File: src/rtl/commit_scheduler.sv
// Commit scheduler: buffers up to two ROB commits per cycle in a circular FIFO and
// retires one per cycle to the register file, sequencing ROB rollbacks after a full drain.
module commit_scheduler #(
  parameter int DEPTH = 4,
  parameter int TAG_W = 4
) (
  input  logic             clk,
  input  logic             rst,

  input  logic             rob_c0_valid_in,
  input  logic             rob_c0_rf_in,
  input  logic [TAG_W-1:0] rob_c0_tag_in,
  input  logic [31:0]      rob_c0_data_in,
  input  logic [4:0]       rob_c0_target_in,
  input  logic [31:0]      rob_c0_pc_in,

  input  logic             rob_c1_valid_in,
  input  logic             rob_c1_rf_in,
  input  logic [TAG_W-1:0] rob_c1_tag_in,
  input  logic [31:0]      rob_c1_data_in,
  input  logic [4:0]       rob_c1_target_in,
  input  logic [31:0]      rob_c1_pc_in,

  input  logic             rob_rollback_req_in,
  output logic             rob_ready_out,
  output logic             rob_rollback_done_out,

  output logic             rf_commit_signal_out,
  output logic             rf_commit_rf_signal_out,
  output logic [TAG_W-1:0] rf_commit_tag_out,
  output logic [31:0]      rf_commit_data_out,
  output logic [4:0]       rf_commit_target_out,
  output logic [31:0]      rf_commit_pc_out,
  output logic             rf_rollback_out,
  output logic             idle_out
);

  localparam int PTR_W = (DEPTH > 1) ? $clog2(DEPTH) : 1;
  localparam int CNT_W = $clog2(DEPTH + 1);

  typedef logic [PTR_W-1:0] ptr_t;
  typedef logic [CNT_W-1:0] cnt_t;

  typedef enum logic [1:0] {
    S_RUN,
    S_DRAIN,
    S_ROLLBACK
  } state_e;

  typedef struct packed {
    logic             rf;
    logic [TAG_W-1:0] tag;
    logic [31:0]      data;
    logic [4:0]       target;
    logic [31:0]      pc;
  } entry_t;

  // Explicit wrap so non-power-of-two depths stay correct.
  function automatic ptr_t ptr_inc(input ptr_t p);
    return (p == ptr_t'(DEPTH - 1)) ? '0 : p + ptr_t'(1);
  endfunction

  entry_t mem_q [DEPTH];

  state_e state_q, state_d;
  ptr_t   head_q, head_d;
  ptr_t   tail_q, tail_d;
  cnt_t   count_q, count_d;
  logic   commit_sig_q, commit_sig_d;
  entry_t commit_ent_q, commit_ent_d;

  logic   push0, push1, pop;
  ptr_t   tail_p1;
  entry_t slot0, slot1;

  assign slot0 = '{rf: rob_c0_rf_in, tag: rob_c0_tag_in, data: rob_c0_data_in,
                   target: rob_c0_target_in, pc: rob_c0_pc_in};
  assign slot1 = '{rf: rob_c1_rf_in, tag: rob_c1_tag_in, data: rob_c1_data_in,
                   target: rob_c1_target_in, pc: rob_c1_pc_in};

  // Status is decoded from registers only, so the ROB sees no combinational path from its own inputs.
  assign rob_ready_out         = (state_q == S_RUN) && (count_q <= cnt_t'(DEPTH - 2));
  assign idle_out              = (state_q == S_RUN) && (count_q == '0);
  assign rf_rollback_out       = (state_q == S_ROLLBACK);
  assign rob_rollback_done_out = (state_q == S_ROLLBACK);

  assign rf_commit_signal_out    = commit_sig_q;
  assign rf_commit_rf_signal_out = commit_ent_q.rf;
  assign rf_commit_tag_out       = commit_ent_q.tag;
  assign rf_commit_data_out      = commit_ent_q.data;
  assign rf_commit_target_out    = commit_ent_q.target;
  assign rf_commit_pc_out        = commit_ent_q.pc;

  // A lone slot-1 valid is illegal and dropped; slot 1 only follows an accepted slot 0.
  assign push0   = rob_ready_out && rob_c0_valid_in;
  assign push1   = push0 && rob_c1_valid_in;
  assign pop     = (count_q != '0) && ((state_q == S_RUN) || (state_q == S_DRAIN));
  assign tail_p1 = ptr_inc(tail_q);

  // NOTE: every variable driven here gets a default first so no latch is inferred.
  always_comb begin
    state_d      = state_q;
    head_d       = head_q;
    tail_d       = tail_q;
    commit_sig_d = pop;
    commit_ent_d = '0;

    if (pop) begin
      commit_ent_d = mem_q[head_q];
      head_d       = ptr_inc(head_q);
    end

    if (push1)      tail_d = ptr_inc(tail_p1);
    else if (push0) tail_d = tail_p1;

    count_d = count_q + cnt_t'(push0) + cnt_t'(push1) - cnt_t'(pop);

    case (state_q)
      S_RUN:      if (rob_rollback_req_in) state_d = S_DRAIN;
      S_DRAIN:    if (count_q == '0)       state_d = S_ROLLBACK;
      S_ROLLBACK: state_d = S_RUN;
      default:    state_d = S_RUN;
    endcase
  end

  // NOTE: storage is not reset; head/tail/count reset makes stale contents unreachable.
  always_ff @(posedge clk) begin
    if (!rst) begin
      if (push0) mem_q[tail_q]  <= slot0;
      if (push1) mem_q[tail_p1] <= slot1;
    end
  end

  // NOTE: sequential state uses non-blocking assignments only.
  always_ff @(posedge clk) begin
    if (rst) begin
      state_q      <= S_RUN;
      head_q       <= '0;
      tail_q       <= '0;
      count_q      <= '0;
      commit_sig_q <= 1'b0;
      commit_ent_q <= '0;
    end else begin
      state_q      <= state_d;
      head_q       <= head_d;
      tail_q       <= tail_d;
      count_q      <= count_d;
      commit_sig_q <= commit_sig_d;
      commit_ent_q <= commit_ent_d;
    end
  end

endmodule

File: config.mk
export PLATFORM = sky130hd
export DESIGN_NAME = commit_scheduler
export DESIGN_NICKNAME = d
export VERILOG_FILES = /design/src/rtl/commit_scheduler.sv
export SDC_FILE = /design/constraint.sdc
export NUM_CORES = 1
export LEC_CHECK = 0
export BUFFER_PORTS_ARGS = -buffer_cell sky130_fd_sc_hd__buf_4
export CORE_AREA = 2 2 203 205
export DETAILED_ROUTE_END_ITERATION = 12
export DIE_AREA = 0 0 205 207
export PLACE_DENSITY = 0.73
export RECOVER_POWER = 50
export SLEW_MARGIN = 0
export SYNTH_ARGS = -nofsm -noshare
export SYNTH_HDL_FRONTEND = slang
export SYNTH_SLANG_ARGS = --single-unit
export TNS_END_PERCENT = 10
File: constraint.sdc
create_clock -name clk -period 9.7 [get_ports clk]
set_clock_uncertainty 0.05 [all_clocks]
set_input_delay 1.94 -clock clk [delete_from_list [all_inputs] [get_ports clk]]
set_output_delay 1.94 -clock clk [all_outputs]
set_load 0.005 [all_outputs]
* Word level (Yosys, flattened, before mapping)
Memories as Yosys holds them, arrays and structs flattened. A register that Yosys moved wholly into a read port is not among the register bits.
Index checks and enable logic that the tools add are counted.
** Cells by class
- Multipliers :: 0
- Shifts and indexed selects :: 0
- $add $sub $neg :: 6
- $lt $le $gt $ge :: 1
- Multiplexer cells :: 14
- Bitwise gates (word level) :: 1
- Div/mod/pow operators :: 0
- Reduce and logical (&&, ||, !) cells :: 12
- Eq/ne operators :: 7
** Operators with widths (number)
- 2-to-1 mux 2 bit :: 7
- == test 2 bit (second input constant) :: 4
- adder 2 x 1 -> 2 bit (second input constant) :: 3
- adder 3 x 1 -> 3 bit :: 2
- 2-to-1 mux 1 bit :: 6
- logical AND 1 bit :: 5
- case mux 2 bit (2 select lines) :: 1
- less-or-equal comparator 3 x 2 -> 1 bit (second input constant) :: 1
- zero test 3 bit :: 1
- nonzero test 3 bit :: 1
- subtractor 3 x 1 -> 3 bit :: 1
- == test 2 x 1 -> 1 bit (second input constant) :: 1
- zero test 2 bit :: 1
- inequality test 2 x 1 -> 1 bit (second input constant) :: 1
- inequality test 2 bit (second input constant) :: 1
- AND reduction 2 bit :: 1
- nonzero test 2 bit :: 1
- OR reduction 2 bit :: 1
- logical OR 1 bit :: 1
- inverter 1 bit :: 1
** Storage, ports and cells
- Memories :: 1
- ROM bits :: 0
- Bits in registers :: 10
- Latch bits :: 0
- Output and inout port bits :: 79
- Memory bits (writable) :: 296
- Word-level logic and storage cells :: 47
- Input bits :: 153
** Memory list
- mem_q :: depth 4, bits a word 74, read ports 1, clocked after memory_dff 1, wr ports 2, line 63 : entry_t mem_q [DEPTH];

* Longest topological paths before layout
- Depth after elaboration :: 7
- Mapped depth :: 10
- Depth with buffers taken out :: 10

* Worst setup path before layout
No wires, ideal clock.
- Kind :: input-to-reg
- Start point :: input rst
- End point :: memory mem_q[0][0] in the netlist's numbering, enable pin
- Arrival time :: 5447 ps
- Path buffers :: 1
- Setup slack :: 3697 ps
- Cell stages on the path :: 4
- Required time :: 9143 ps
- Library setup time :: 507 ps
- Cells stage by stage :: and3b_1 buf_4 a22oi_1 nor2_1
** RTL lines
- start, declared :: line 8 : input logic rst,
- end, declared :: line 63

* Final worst setup path
- Start point :: input rst
- End point :: register commit_ent_q (netlist bit rf_commit_pc_out[19])
** Between the ends
- Word-level cells in the longest chain between the ends :: 1
** Ends and longest elaborated chain
- OR reduction 2 bit (no line)
- end signal, assigned :: line 149 : commit_ent_q <= commit_ent_d;
- end, declared :: line 70 : entry_t commit_ent_q, commit_ent_d;
No other way between the ends.
A chain may end at the register's enable or synchronous reset.

==> summary.txt <==
Outcome -> complete, but fails checks
Failing checks -> max-capacitance violations, max-slew violations
HP Class -> reg2reg
Non-Filler Instances -> 1758
Ranking of synthesized cells by area -> edfxtp_1 49%, mux2_4 20%, dfxtp_1 9.4%
Fraction of layout cells with a size suffix above 1 -> 47.3%
Cell mode on critical path -> clkbuf_1
FILL cells -> 3409
Pwr dens -> 229 mW/mm²
Post-synthesis area per instance -> 18.6 µm²
Max Cap Viol -> 9
Clk root buf -> clkbuf_16
Slew HR -> -79.8%
Commonest non-fill, non-tap cells in the layout -> 296 x edfxtp_1, 166 x buf_4, 142 x mux2_4
IO Pins -> 232
YS warnings -> 0
Worst setup endpoint -> rf_commit_pc_out[19]$_SDFF_PP0_
Area growth syn-to-layout -> 17.0%
# nets final -> 1356
Critical Path End Type -> flop
Die width -> 205 µm
Total core area -> 0.0404 mm²
Drt wl/cell -> 23.0 µm
Full die area -> 0.0424 mm²
Endpoints failing hold -> 0
Cell Chain, Critical Path -> clkbuf_1, nor2_1, clkbuf_1, and3_1
Fin crit period -> 5.80 ns
Dpl hpwl -> 23900 µm
Initial antenna violation count -> 1
Synth cell types -> 40
Post-DR vias/cell -> 5.32
Critical path depth in cells -> 4
Pre-antenna DRT Iters -> 4
Total wire length -> 40500 µm
Worst Reg2Reg Path Length in Cells -> 3
First-pass GRT wire length -> 60100 µm
Largest delay share family, worst path -> simple AND/OR/NAND/NOR gates
Setup TNS -> 0 ns
Actual slew at the worst max-slew pin -> 2.70 ns
Commonest non-fill, non-tap cell in the layout -> edfxtp_1
Max Fanout on Critical Path -> 42
CP Launch Point -> rst
Clock transition at path regs -> 0.06 ns
Largest net degree at the start of global routing -> 76
Buf/Inv on CP -> 2
Max VDD drop -> 0.146 mV
R2r setup slk -> 5.14 ns
RSZ-0062 raised after global routing -> false
CTS tree -> yes
Initial drt markers -> 582
Clock latency on the worst-skew pair -> 0.57 ns
Vias post-DR -> 9352
CP max stage delay -> 2.03 ns
# DRC -> 0
Maximum clock path buffer count -> 3
Final worst-path cycle share -> 59.8%
Grt total ovfl -> 0
IO buf count -> 231
Post-route ant nets -> 0
CTS Hold Bufs -> 0
R2r endpoint -> rf_commit_pc_out[19]$_SDFF_PP0_
Postcts setup bufs -> 0
Maximum clock rate -> 172 MHz
Synth top area share -> 49.5%
Crit path kind -> in2reg
Placer Congestion -> 0.705
Critical path required time -> 10.12 ns
Leakage -> 8.24 nW
CTS H-tree depth -> 2
# clock sinks -> 380
Crit start category -> input port
Seq/Total Area, Yosys -> 58.9%
Slowest library cell on the worst path -> nor2_1
Largest area contributor in the netlist -> edfxtp_1
Starting density of the core -> 44.5%
Seq cells post-synth -> 380
Vias in the first global route -> 9980
Row count -> 74
Final Max Slew Viols -> 317
Worst R2R Start -> state_q[1]$_SDFFE_PP0P_
Mapped Area -> 0.0180 mm²
Gr usage total -> 19.0%
Post-synthesis cell count -> 965
Placed instance count -> 1679
TritonCTS buffer count -> 42
CTS resizes -> 0
Final Setup Violations -> 0
Die Ht -> 207 µm
Syn nets -> 1130
CP arrival -> 6.22 ns
-- synth_stat cells --
| library cell | number |
|---|---|
| edfxtp_1 | 296 |
| mux2_4 | 240 |
| dfxtp_1 | 84 |
| and3_1 | 75 |
| mux4_2 | 74 |
| mux2_2 | 56 |
| buf_6 | 24 |
| clkbuf_1 | 22 |
| buf_4 | 11 |
| ha_1 | 10 |
| nor2_1 | 10 |
| inv_1 | 9 |
| buf_2 | 8 |
| a22oi_1 | 4 |
| buf_1 | 4 |
| nor3_1 | 4 |
| o2111ai_1 | 4 |
| a21oi_1 | 3 |
| nor2b_1 | 3 |
| o21ai_0 | 3 |
| fa_1 | 2 |
| a2111oi_0 | 1 |
| a211oi_1 | 1 |
| a21o_1 | 1 |
| a311oi_1 | 1 |
| and3b_1 | 1 |
| nand2b_1 | 1 |
| nand3_1 | 1 |
| nand3b_1 | 1 |
| nor3b_1 | 1 |
| nor3b_2 | 1 |
| o211a_1 | 1 |
| o32ai_1 | 1 |
| or3_1 | 1 |
| or3b_1 | 1 |
| or3b_2 | 1 |
| or4_1 | 1 |
| or4bb_1 | 1 |
| xnor2_1 | 1 |
| xor2_1 | 1 |
-- cells by family after synthesis --
| logic type | count (synthesis) | synth area share [%] |
|---|---|---|
| flip-flops | 380 | 58.9 |
| multiplexers | 370 | 32.9 |
| AND/OR/NAND/NOR | 103 | 3.54 |
| buffers and inverters | 78 | 2.92 |
| AO/OA/AOI/OAI | 20 | 0.815 |
| adder cells (fa/ha/maj) | 12 | 0.920 |
| XOR/XNOR | 2 | 0.0976 |
-- metal layers --
metal	GRT usage (%)	part of all wire (%)
met1	24.9	43
met2	31.7	48
met3	4.01	6.6
met4	5.41	2.2
met5	0	0
-- metrics by stage --
step / utilization (%) / instance area, µm² / setup WS [ns] / hold WS, ns / power (mW)
2_1_floorplan: - / 18000 / 3.70 / 0.477 / 2.85
3_3_place_gp: 49.9 / 20100 / 4.70 / 0.532 / 3.33
3_5_place_dp: 49.9 / 20100 / 4.64 / 0.540 / 3.36
5_1_grt: 52.1 / 21000 / 3.70 / 0.590 / 5.02
4_1_cts: 53.2 / 21500 / 5.24 / 0.544 / 4.92
6_report: 52.1 / 21000 / 3.90 / 0.541 / 4.80
-- layout make-up --
cell class	instances	area (µm²)	area share, %
flip-flops and latches	380	10600	50.3
multi-input cells	507	6560	31.2
repair buffers	251	1820	8.68
clock buffers	54	1130	5.36
well taps	532	666	3.17
clock inverters	24	225	1.07
inverters	9	33.8	0.161
diodes	1	2.50	0.0119
-- report_power, final --
group          switching, mW  internal (mW)  leakage, nW  total (mW)
sequential             0.132           2.00         3.37        2.13
clock                  0.655          0.907        0.654        1.56
combinational          0.517          0.597         4.21        1.11
total                   1.30           3.50         8.24        4.80
-- worst min path at each step --
stage / start / endpoint / slack [ns] / cells after the start
after floorplan: state_q[0]$_SDFFE_PP0P_ / state_q[1]$_SDFFE_PP0P_ / 0.48 / 1
after global placement: state_q[0]$_SDFFE_PP0P_ / state_q[1]$_SDFFE_PP0P_ / 0.53 / 1
after detailed placement: state_q[0]$_SDFFE_PP0P_ / state_q[1]$_SDFFE_PP0P_ / 0.54 / 1
after CTS: state_q[0]$_SDFFE_PP0P_ / state_q[1]$_SDFFE_PP0P_ / 0.54 / 1
after global routing: state_q[0]$_SDFFE_PP0P_ / state_q[1]$_SDFFE_PP0P_ / 0.59 / 1
final: state_q[0]$_SDFFE_PP0P_ / state_q[1]$_SDFFE_PP0P_ / 0.54 / 1
-- sequential cells by signal (all words and copies together), names as in the netlist --
register                 count
head_q                       2
mem_q                      296
count_q                      3
rf_commit_target_out         5
rf_commit_pc_out            32
rf_commit_rf_signal_out      1
state_q                      2
rf_commit_data_out          32
rf_commit_signal_out         1
tail_q                       2
rf_commit_tag_out            4
Note: power is estimated with default switching activity, not from simulation.
